==> src/rtl/camsub_stream_pkg.sv <==
// Shared definitions for the camsub_stream block: parameter defaults and the
// per-bank fill/full state used by the ping-pong row buffers.
package camsub_stream_pkg;

    localparam int unsigned DATA_W_DEF  = 8;
    localparam int unsigned ROW_LEN_DEF = 16;
    localparam int unsigned LUT_LEN_DEF = 64;
    localparam int unsigned SUB_OFS_DEF = 50;

    // A bank is either collecting a row or holding a closed row for draining.
    typedef enum logic {
        BANK_FILL = 1'b0,
        BANK_FULL = 1'b1
    } bank_state_e;

endpackage

==> src/rtl/camsub_stream_if.sv <==
// Stream bundle for camsub_stream.
//   input side : in_valid/in_ready/in_data/in_last
//   output side: out_valid/out_ready/out_mv/out_sub/out_sat/out_last
//   status     : len_err (row forced closed at ROW_LEN)
// slave = the block, master = the producer/consumer around it.
interface camsub_stream_if
    import camsub_stream_pkg::*;
#(
    parameter int unsigned DATA_W  = DATA_W_DEF,
    parameter int unsigned LUT_LEN = LUT_LEN_DEF
) ();

    logic                      in_valid;
    logic                      in_ready;
    logic signed [DATA_W-1:0]  in_data;
    logic                      in_last;
    logic                      out_valid;
    logic                      out_ready;
    logic [LUT_LEN-1:0]        out_mv;
    logic signed [DATA_W:0]    out_sub;
    logic                      out_sat;
    logic                      out_last;
    logic                      len_err;

    modport slave (
        input  in_valid, in_data, in_last, out_ready,
        output in_ready, out_valid, out_mv, out_sub, out_sat, out_last, len_err
    );

    modport master (
        output in_valid, in_data, in_last, out_ready,
        input  in_ready, out_valid, out_mv, out_sub, out_sat, out_last, len_err
    );

endinterface

==> src/rtl/camsub_bank.sv <==
// One row bank: element storage, row length, running signed max and full flag.
//   i_wr_en/i_wr_addr/i_wr_data : accepted element write
//   i_wr_close                  : this write closes the row
//   i_free                      : last element of the row left the block
//   i_rd_addr/o_rd_data         : drain read port
//   o_full/o_len/o_max          : bank status
module camsub_bank
    import camsub_stream_pkg::*;
#(
    parameter int unsigned DATA_W  = DATA_W_DEF,
    parameter int unsigned ROW_LEN = ROW_LEN_DEF
) (
    input  logic                            clk,
    input  logic                            reset,
    input  logic                            i_wr_en,
    input  logic [$clog2(ROW_LEN)-1:0]      i_wr_addr,
    input  logic signed [DATA_W-1:0]        i_wr_data,
    input  logic                            i_wr_close,
    input  logic                            i_free,
    input  logic [$clog2(ROW_LEN)-1:0]      i_rd_addr,
    output logic                            o_full,
    output logic [$clog2(ROW_LEN):0]        o_len,
    output logic signed [DATA_W-1:0]        o_max,
    output logic signed [DATA_W-1:0]        o_rd_data
);

    localparam int unsigned LW = $clog2(ROW_LEN) + 1;

    bank_state_e               r_state;
    bank_state_e               w_state_nxt;
    logic [LW-1:0]             r_len;
    logic signed [DATA_W-1:0]  r_max;
    logic signed [DATA_W-1:0]  r_mem [ROW_LEN];

    // Bank state register
    always_ff @(posedge clk or posedge reset) begin
        if (reset) r_state <= BANK_FILL;
        else       r_state <= w_state_nxt;
    end

    // Fill -> full on row close, full -> fill when the row has drained
    always_comb begin
        w_state_nxt = r_state;
        case (r_state)
            BANK_FILL: if (i_wr_en && i_wr_close) w_state_nxt = BANK_FULL;
            BANK_FULL: if (i_free)                w_state_nxt = BANK_FILL;
            default:                              w_state_nxt = BANK_FILL;
        endcase
    end

    // Running max seeded by the first element, not by zero; length latched on close
    always_ff @(posedge clk or posedge reset) begin
        if (reset) begin
            r_len <= '0;
            r_max <= '0;
        end else if (i_wr_en) begin
            if (i_wr_addr == '0 || i_wr_data > r_max) r_max <= i_wr_data;
            if (i_wr_close) r_len <= LW'(i_wr_addr) + LW'(1);
        end
    end

    // Element storage, contents need no reset
    always_ff @(posedge clk) begin
        if (i_wr_en) r_mem[i_wr_addr] <= i_wr_data;
    end

    assign o_full    = (r_state == BANK_FULL);
    assign o_len     = r_len;
    assign o_max     = r_max;
    assign o_rd_data = r_mem[i_rd_addr];

endmodule

==> src/rtl/camsub_stream.sv <==
// Streaming max-subtract stage for a CAM-based softmax: buffers each row in a
// ping-pong bank pair, tracks the row max, then replays every element as
// (xi - max) together with a one-hot LUT match vector.
//   clk, reset : clock, async active-high reset
//   s_if       : stream bundle (input elements in, match vectors out, len_err)
module camsub_stream
    import camsub_stream_pkg::*;
#(
    parameter int unsigned DATA_W  = DATA_W_DEF,
    parameter int unsigned ROW_LEN = ROW_LEN_DEF,
    parameter int unsigned LUT_LEN = LUT_LEN_DEF,
    parameter int unsigned SUB_OFS = SUB_OFS_DEF
) (
    input  logic           clk,
    input  logic           reset,
    camsub_stream_if.slave s_if
);

    localparam int unsigned AW = $clog2(ROW_LEN);
    localparam int unsigned LW = AW + 1;
    // Wide enough to hold both the most negative difference and SUB_OFS, signed
    localparam int unsigned IW = (DATA_W + 2 > $clog2(LUT_LEN) + 2) ? DATA_W + 2
                                                                     : $clog2(LUT_LEN) + 2;

    logic                      r_wr_bank;
    logic                      r_rd_bank;
    logic [AW-1:0]             r_wr_ptr;
    logic [AW-1:0]             r_rd_ptr;
    logic                      r_rd_done;
    logic                      r_len_err;
    logic                      r_out_valid;
    logic [LUT_LEN-1:0]        r_out_mv;
    logic signed [DATA_W:0]    r_out_sub;
    logic                      r_out_sat;
    logic                      r_out_last;

    logic                      w_full    [2];
    logic [LW-1:0]             w_len     [2];
    logic signed [DATA_W-1:0]  w_max     [2];
    logic signed [DATA_W-1:0]  w_rd_data [2];

    logic                      w_in_ready;
    logic                      w_in_fire;
    logic                      w_at_end;
    logic                      w_close;
    logic                      w_out_fire;
    logic                      w_load;
    logic                      w_last_elem;
    logic signed [DATA_W-1:0]  w_x;
    logic signed [DATA_W-1:0]  w_m;
    logic signed [DATA_W:0]    w_sub;
    logic signed [IW-1:0]      w_idx;
    logic                      w_sat;
    logic [LUT_LEN-1:0]        w_mv;

    for (genvar b = 0; b < 2; b++) begin : g_bank
        camsub_bank #(
            .DATA_W  (DATA_W),
            .ROW_LEN (ROW_LEN)
        ) u_bank (
            .clk        (clk),
            .reset      (reset),
            .i_wr_en    (w_in_fire && (r_wr_bank == 1'(b))),
            .i_wr_addr  (r_wr_ptr),
            .i_wr_data  (s_if.in_data),
            .i_wr_close (w_close),
            .i_free     (w_out_fire && r_out_last && (r_rd_bank == 1'(b))),
            .i_rd_addr  (r_rd_ptr),
            .o_full     (w_full[b]),
            .o_len      (w_len[b]),
            .o_max      (w_max[b]),
            .o_rd_data  (w_rd_data[b])
        );
    end

    // Handshake decode; in_ready depends only on registered bank state
    assign w_in_ready  = !w_full[r_wr_bank];
    assign w_in_fire   = s_if.in_valid && w_in_ready;
    assign w_at_end    = (r_wr_ptr == AW'(ROW_LEN - 1));
    assign w_close     = w_in_fire && (s_if.in_last || w_at_end);
    assign w_out_fire  = r_out_valid && s_if.out_ready;
    // r_rd_done stops re-reading past the row end while its last element waits
    assign w_load      = w_full[r_rd_bank] && !r_rd_done && (!r_out_valid || s_if.out_ready);
    assign w_last_elem = (LW'(r_rd_ptr) == w_len[r_rd_bank] - LW'(1));

    // Difference is computed one bit wider so it can never overflow
    always_comb begin
        w_x   = w_rd_data[r_rd_bank];
        w_m   = w_max[r_rd_bank];
        w_sub = {w_x[DATA_W-1], w_x} - {w_m[DATA_W-1], w_m};
        w_idx = IW'(w_sub) + IW'(SUB_OFS);
        w_sat = (w_idx < 0);
        w_mv  = w_sat ? LUT_LEN'(1) : (LUT_LEN'(1) << w_idx);
    end

    // Write side: pointer, bank select and forced-close pulse
    always_ff @(posedge clk or posedge reset) begin
        if (reset) begin
            r_wr_bank <= 1'b0;
            r_wr_ptr  <= '0;
            r_len_err <= 1'b0;
        end else begin
            r_len_err <= w_in_fire && w_at_end && !s_if.in_last;
            if (w_in_fire) begin
                if (w_close) begin
                    r_wr_ptr  <= '0;
                    r_wr_bank <= ~r_wr_bank;
                end else begin
                    r_wr_ptr  <= r_wr_ptr + AW'(1);
                end
            end
        end
    end

    // Read side: output registers, drain pointer and bank hand-back
    always_ff @(posedge clk or posedge reset) begin
        if (reset) begin
            r_rd_bank   <= 1'b0;
            r_rd_ptr    <= '0;
            r_rd_done   <= 1'b0;
            r_out_valid <= 1'b0;
            r_out_mv    <= '0;
            r_out_sub   <= '0;
            r_out_sat   <= 1'b0;
            r_out_last  <= 1'b0;
        end else begin
            if (w_load) begin
                r_out_valid <= 1'b1;
                r_out_mv    <= w_mv;
                r_out_sub   <= w_sub;
                r_out_sat   <= w_sat;
                r_out_last  <= w_last_elem;
                r_rd_ptr    <= r_rd_ptr + AW'(1);
                if (w_last_elem) r_rd_done <= 1'b1;
            end else if (w_out_fire) begin
                r_out_valid <= 1'b0;
            end
            if (w_out_fire && r_out_last) begin
                r_rd_bank <= ~r_rd_bank;
                r_rd_ptr  <= '0;
                r_rd_done <= 1'b0;
            end
        end
    end

    assign s_if.in_ready  = w_in_ready;
    assign s_if.out_valid = r_out_valid;
    assign s_if.out_mv    = r_out_mv;
    assign s_if.out_sub   = r_out_sub;
    assign s_if.out_sat   = r_out_sat;
    assign s_if.out_last  = r_out_last;
    assign s_if.len_err   = r_len_err;

endmodule

==> src/flat_wrapper.sv <==
// flat-port wrapper written by rule: the top's interface ports become plain ports
module camsub_stream_flat import camsub_stream_pkg::*;
#(
    parameter int unsigned DATA_W  = DATA_W_DEF,
    parameter int unsigned ROW_LEN = ROW_LEN_DEF,
    parameter int unsigned LUT_LEN = LUT_LEN_DEF,
    parameter int unsigned SUB_OFS = SUB_OFS_DEF
)
  (clk, reset, s_if_in_valid, s_if_in_data, s_if_in_last, s_if_out_ready, s_if_in_ready, s_if_out_valid, s_if_out_mv, s_if_out_sub, s_if_out_sat, s_if_out_last, s_if_len_err);
  camsub_stream_if #(.DATA_W(DATA_W), .LUT_LEN(LUT_LEN)) s_if_i ();
  input  logic clk;
  input  logic reset;
  input wire logic [$bits(s_if_i.in_valid)-1:0] s_if_in_valid;
  input wire logic [$bits(s_if_i.in_data)-1:0] s_if_in_data;
  input wire logic [$bits(s_if_i.in_last)-1:0] s_if_in_last;
  input wire logic [$bits(s_if_i.out_ready)-1:0] s_if_out_ready;
  output wire logic [$bits(s_if_i.in_ready)-1:0] s_if_in_ready;
  output wire logic [$bits(s_if_i.out_valid)-1:0] s_if_out_valid;
  output wire logic [$bits(s_if_i.out_mv)-1:0] s_if_out_mv;
  output wire logic [$bits(s_if_i.out_sub)-1:0] s_if_out_sub;
  output wire logic [$bits(s_if_i.out_sat)-1:0] s_if_out_sat;
  output wire logic [$bits(s_if_i.out_last)-1:0] s_if_out_last;
  output wire logic [$bits(s_if_i.len_err)-1:0] s_if_len_err;
  assign s_if_i.in_valid = s_if_in_valid;
  assign s_if_i.in_data = s_if_in_data;
  assign s_if_i.in_last = s_if_in_last;
  assign s_if_i.out_ready = s_if_out_ready;
  assign s_if_in_ready = s_if_i.in_ready;
  assign s_if_out_valid = s_if_i.out_valid;
  assign s_if_out_mv = s_if_i.out_mv;
  assign s_if_out_sub = s_if_i.out_sub;
  assign s_if_out_sat = s_if_i.out_sat;
  assign s_if_out_last = s_if_i.out_last;
  assign s_if_len_err = s_if_i.len_err;
  camsub_stream #(.DATA_W(DATA_W), .ROW_LEN(ROW_LEN), .LUT_LEN(LUT_LEN), .SUB_OFS(SUB_OFS)) u_core (.clk(clk), .reset(reset), .s_if(s_if_i));
endmodule
==> config.mk <==
export PLATFORM = sky130hd
export DESIGN_NAME = camsub_stream_flat
export DESIGN_NICKNAME = d
export VERILOG_FILES = /design/src/rtl/camsub_stream_pkg.sv /design/src/rtl/camsub_stream_if.sv /design/src/rtl/camsub_bank.sv /design/src/rtl/camsub_stream.sv /design/src/flat_wrapper.sv
export SDC_FILE = /design/constraint.sdc
export NUM_CORES = 1
export LEC_CHECK = 0
export BUFFER_PORTS_ARGS = -buffer_cell sky130_fd_sc_hd__buf_4
export CAP_MARGIN = 10
export CORE_ASPECT_RATIO = 1.75
export CORE_UTILIZATION = 45
export CTS_BUF_LIST = sky130_fd_sc_hd__clkbuf_4 sky130_fd_sc_hd__clkbuf_8
export CTS_CLUSTER_DIAMETER = 120
export CTS_CLUSTER_SIZE = 40
export DETAILED_ROUTE_END_ITERATION = 6
export MAX_ROUTING_LAYER = met4
export PLACE_DENSITY = 0.66
export SYNTH_ARGS = -nofsm -noshare
export SYNTH_HDL_FRONTEND = slang
export SYNTH_SLANG_ARGS = --single-unit
==> constraint.sdc <==
create_clock -name clk -period 10.06 [get_ports clk]
set_clock_uncertainty 0.2 [all_clocks]
set_input_delay 0.503 -clock clk [delete_from_list [all_inputs] [get_ports clk]]
set_output_delay 0.503 -clock clk [all_outputs]
set_load 0.05 [all_outputs]
==> reports/qor.json <==
{
  "outcome": {
    "run_status": "complete, no violations"
  },
  "sta": {
    "fmax_ghz": 0.157,
    "timing_hold_violations_final": 0,
    "setup_viol_count_final": 0,
    "final.setup.worst_slack_ps": 3690,
    "tns_ps": 0,
    "period_share": 0.633,
    "max-slew-margin-rel": 0.280,
    "worst_margin_slew_ps": 1080,
    "fin_hold_ws_ps": 106,
    "maxSlewViolCount": 0,
    "grt_setup_unrepaired": "false",
    "layout_min_cycle_time_ps": 6370
  },
  "worst_setup_path": {
    "worst-r2r-setup-slack_ps": 3690,
    "crit_chain": "buf_4 -> mux4_2 -> mux4_2 -> mux2i_1 -> ha_1 -> fa_1 -> inv_1 -> ha_1 -> a2111oi_0 -> nor4b_1 -> nand4bb_2 -> a21bo_2 -> o21ai_1",
    "number_of_cells_on_the_worst_reg_to_reg_path": 13,
    "crit_path_start_kind": "register",
    "path_max_fanout": 37,
    "criticalPathCategory": "register to register",
    "rr_endpoint": "u_core.s_if.out_mv[60]",
    "crit_path_top_delay_cell": "sky130_fd_sc_hd__dfrtp_4",
    "critPathRequiredTime_ps": 10350,
    "cp.arrival_ps": 6660,
    "crit_path_max_incr_delay_ps": 890,
    "crit_path_end_kind": "register",
    "critical_path.reg2reg.startpoint": "u_core.r_rd_ptr[0]"
  },
  "route": {
    "detail_route.vias_per_cell": 5.62,
    "postRouteWirelength_um": 35900,
    "antenna_violating_nets_post_route": 0,
    "drt_pre_antenna_iters": 4,
    "drc": 0,
    "first_iter_violations": 568,
    "num_vias": 8575,
    "routedWlPerCell_um": 23.5
  },
  "synthesis": {
    "postSynthNetCount": 1030,
    "synth-main-ff-cell": "sky130_fd_sc_hd__edfxtp_1",
    "synthArstFlopShare": 0.312,
    "synthesis.area_um2": 15800,
    "syn-mean-instance-area_um2": 16.1,
    "synth.top_cell.area_share": 0.487,
    "yosysWarnings": 0,
    "syn_inst": 983,
    "yosys.cell_types.count": 59,
    "synth_area_leaders": "sky130_fd_sc_hd__edfxtp_1 (49%), sky130_fd_sc_hd__dfrtp_1 (18%), sky130_fd_sc_hd__mux4_2 (11%), sky130_fd_sc_hd__ha_1 (2.6%), sky130_fd_sc_hd__nand2_1 (2.5%)",
    "synth_edf_count": 256,
    "synth-seq-area-share": 0.671,
    "synth-seq-cells": 372,
    "yosys.area.top_type": "sky130_fd_sc_hd__edfxtp_1"
  },
  "min_path": {
    "hold_path.startpoint": "s_if_in_valid",
    "class_of_the_tightest_hold_or_removal_check": "input pin to register",
    "hold-path-endpoint": "u_core.g_bank[1].u_bank.o_len[4]",
    "worstHoldPathCells": 3
  },
  "place": {
    "detailed_place_hpwl_um": 25400,
    "io_buffer_count": 90,
    "place_worst_setup_slack_ps": 3690,
    "gp_congestion": 0.845,
    "post_dp_cell_area_um2": 17000
  },
  "clock_tree": {
    "clock_tree_from_tritoncts": "built",
    "cts_setup_buffers": 0,
    "clock_tree.htree_level_count": 1,
    "clkSinkCount": 372,
    "ctsResizeCount": 0,
    "cts_root_buffer": "sky130_fd_sc_hd__clkbuf_8",
    "clk_path_buf_depth": 3,
    "path_clk_slew_ps": 240,
    "clock_insertion_delay_worst_skew_ps": 630,
    "cts-buffers-inserted": 13
  },
  "grt": {
    "track_usage": 0.214,
    "grt_start_max_net_pins": 87,
    "grt_pass1_wl_um": 54000,
    "grt-ovfl-total": 0,
    "grt_antenna_before_repair": 0,
    "grt_pass1_vias": 8736
  },
  "layout": {
    "layout.cell_area.non_filler_um2": 17300,
    "area_growth_pct": 9.40,
    "antenna_cells": 0,
    "finish.net_count": 1106,
    "post_route_cells_drive_above_1_share": 0.235
  },
  "floorplanning": {
    "num_io_pins": 91,
    "die_w_um": 144,
    "die_ht_um": 250,
    "design.die.area_um2": 35900,
    "core_area_um2": 34500,
    "num_rows": 90,
    "initial_utilization": 0.458
  },
  "job": {
    "timing.max_cap.violations": 0
  }
}
==> worst max-delay path, delay by kind of cell (launching register included) <==
family	cells	cell delay [ps]
fa+ha+maj	3	1050
mux	3	1340
simple gates	2	980
buf+inv	2	850
flops	1	890
compound gates	3	860
==> Yosys cell counts (5+ instances only) <==
cell / instances
sky130_fd_sc_hd__edfxtp_1: 256
sky130_fd_sc_hd__dfrtp_1: 116
sky130_fd_sc_hd__nand2_1: 105
sky130_fd_sc_hd__mux4_2: 80
sky130_fd_sc_hd__nor2_1: 52
sky130_fd_sc_hd__a22o_1: 33
sky130_fd_sc_hd__ha_1: 33
sky130_fd_sc_hd__o21ai_1: 32
sky130_fd_sc_hd__clkbuf_1: 30
sky130_fd_sc_hd__inv_1: 28
sky130_fd_sc_hd__mux2_2: 27
sky130_fd_sc_hd__mux2i_1: 16
sky130_fd_sc_hd__o21ai_0: 16
sky130_fd_sc_hd__a21oi_1: 14
sky130_fd_sc_hd__and2_1: 12
sky130_fd_sc_hd__xnor2_1: 12
sky130_fd_sc_hd__buf_1: 10
sky130_fd_sc_hd__nand2b_1: 9
sky130_fd_sc_hd__nor3_1: 9
sky130_fd_sc_hd__xor2_1: 9
sky130_fd_sc_hd__and3_1: 7
sky130_fd_sc_hd__o21a_1: 7
sky130_fd_sc_hd__a21o_1: 6
sky130_fd_sc_hd__nand3_1: 5
==> cell type report <==
| class | instances | area, um2 |
|---|---|---|
| clock buffer | 20 | 231 |
| clock inverter | 2 | 37.5 |
| fill | 2914 | 17200 |
| inverter | 28 | 108 |
| multi-input combinational | 535 | 4890 |
| sequential | 372 | 10600 |
| tap | 460 | 576 |
| timing repair buffer | 109 | 828 |
==> sequential cells by signal, summed over array words and instances, names as in the netlist, 2 cells and up <==
name	flops
u_core.r_rd_ptr	4
u_core.g_bank.u_bank.o_full	2
u_core.s_if.out_mv	64
u_core.s_if.out_sub	9
u_core.r_wr_ptr	4
u_core.g_bank.u_bank.r_mem	256
u_core.g_bank.u_bank.o_len	10
u_core.g_bank.u_bank.o_max	16
==> repair_timing <==
action / in CTS / in global routing
setup endpoints to repair: 0 / 0
hold buffers: 4 / 0
endpoints found under the hold margin: 33 / 0
==> cells in the final DEF, fill, tap and decap left out, types with 3 or more instances in the layout <==
cell / n
sky130_fd_sc_hd__dlygate4sd3_1: 4
sky130_fd_sc_hd__nand3_1: 5
sky130_fd_sc_hd__a22o_1: 33
sky130_fd_sc_hd__o21a_1: 7
sky130_fd_sc_hd__inv_1: 27
sky130_fd_sc_hd__xnor2_1: 12
sky130_fd_sc_hd__nand4_1: 4
sky130_fd_sc_hd__nor2_1: 52
sky130_fd_sc_hd__ha_1: 33
sky130_fd_sc_hd__clkbuf_4: 7
sky130_fd_sc_hd__and3_1: 7
sky130_fd_sc_hd__nor3b_1: 4
sky130_fd_sc_hd__nor3_1: 9
sky130_fd_sc_hd__mux2_2: 27
sky130_fd_sc_hd__mux2i_1: 16
sky130_fd_sc_hd__edfxtp_1: 256
sky130_fd_sc_hd__buf_4: 105
sky130_fd_sc_hd__o21ai_0: 16
sky130_fd_sc_hd__nand2_1: 105
sky130_fd_sc_hd__xor2_1: 9
sky130_fd_sc_hd__nand2b_1: 8
sky130_fd_sc_hd__a21oi_1: 14
sky130_fd_sc_hd__clkbuf_8: 13
sky130_fd_sc_hd__o22ai_1: 3
sky130_fd_sc_hd__and2_1: 12
sky130_fd_sc_hd__mux4_2: 80
sky130_fd_sc_hd__dfrtp_1: 114
sky130_fd_sc_hd__a21o_1: 6
sky130_fd_sc_hd__a211oi_2: 4
sky130_fd_sc_hd__o21ai_1: 32
sky130_fd_sc_hd__nor2b_1: 4
==> metal layers <==
metal  up-vias  part of all wire  GRT usage
met1      4373              0.36      0.231
met4         0             0.048     0.0970
li1       3876                 -          -
met3        70             0.040     0.0180
met5         -                 0          -
met2       256              0.55      0.391
==> worst max-delay path by stage <==
stage                        from                      to  slack, ps  depth (start not counted)
2_1_floorplan  u_core.r_rd_ptr[0]  u_core.s_if.out_mv[21]       4570                         16
3_3_place_gp   u_core.r_rd_ptr[0]   u_core.s_if.out_mv[0]       3820                         13
3_5_place_dp   u_core.r_rd_ptr[0]   u_core.s_if.out_mv[0]       3690                         13
4_1_cts        u_core.r_rd_ptr[0]  u_core.s_if.out_mv[13]       3640                         13
5_1_grt        u_core.r_rd_ptr[0]  u_core.s_if.out_mv[12]       3340                         13
6_report       u_core.r_rd_ptr[0]  u_core.s_if.out_mv[60]       3690                         13
==> stage by stage <==
step,std cells,util
after detailed placement,1500,0.492
after global routing,1526,0.501
after CTS,1526,0.501
after floorplan,983,-
after global placement,1500,0.492
final,1526,0.501
==> logic make-up (layout without fill, tap and decap cells) <==
family | Yosys count | after routing | synth area share
flip-flops | 372 | 372 | 0.671
AND/OR/NAND/NOR | 221 | 221 | 0.0634
XOR/XNOR | 24 | 24 | 0.0147
AO/OA/AOI/OAI | 132 | 132 | 0.0590
multiplexers | 124 | 124 | 0.145
adder cells (fa/ha/maj) | 34 | 34 | 0.0274
buffers and inverters | 76 | 159 | 0.0193
Power is not shown: default switching activity piles up to over one toggle a cycle in this logic, so the estimate is an artifact.
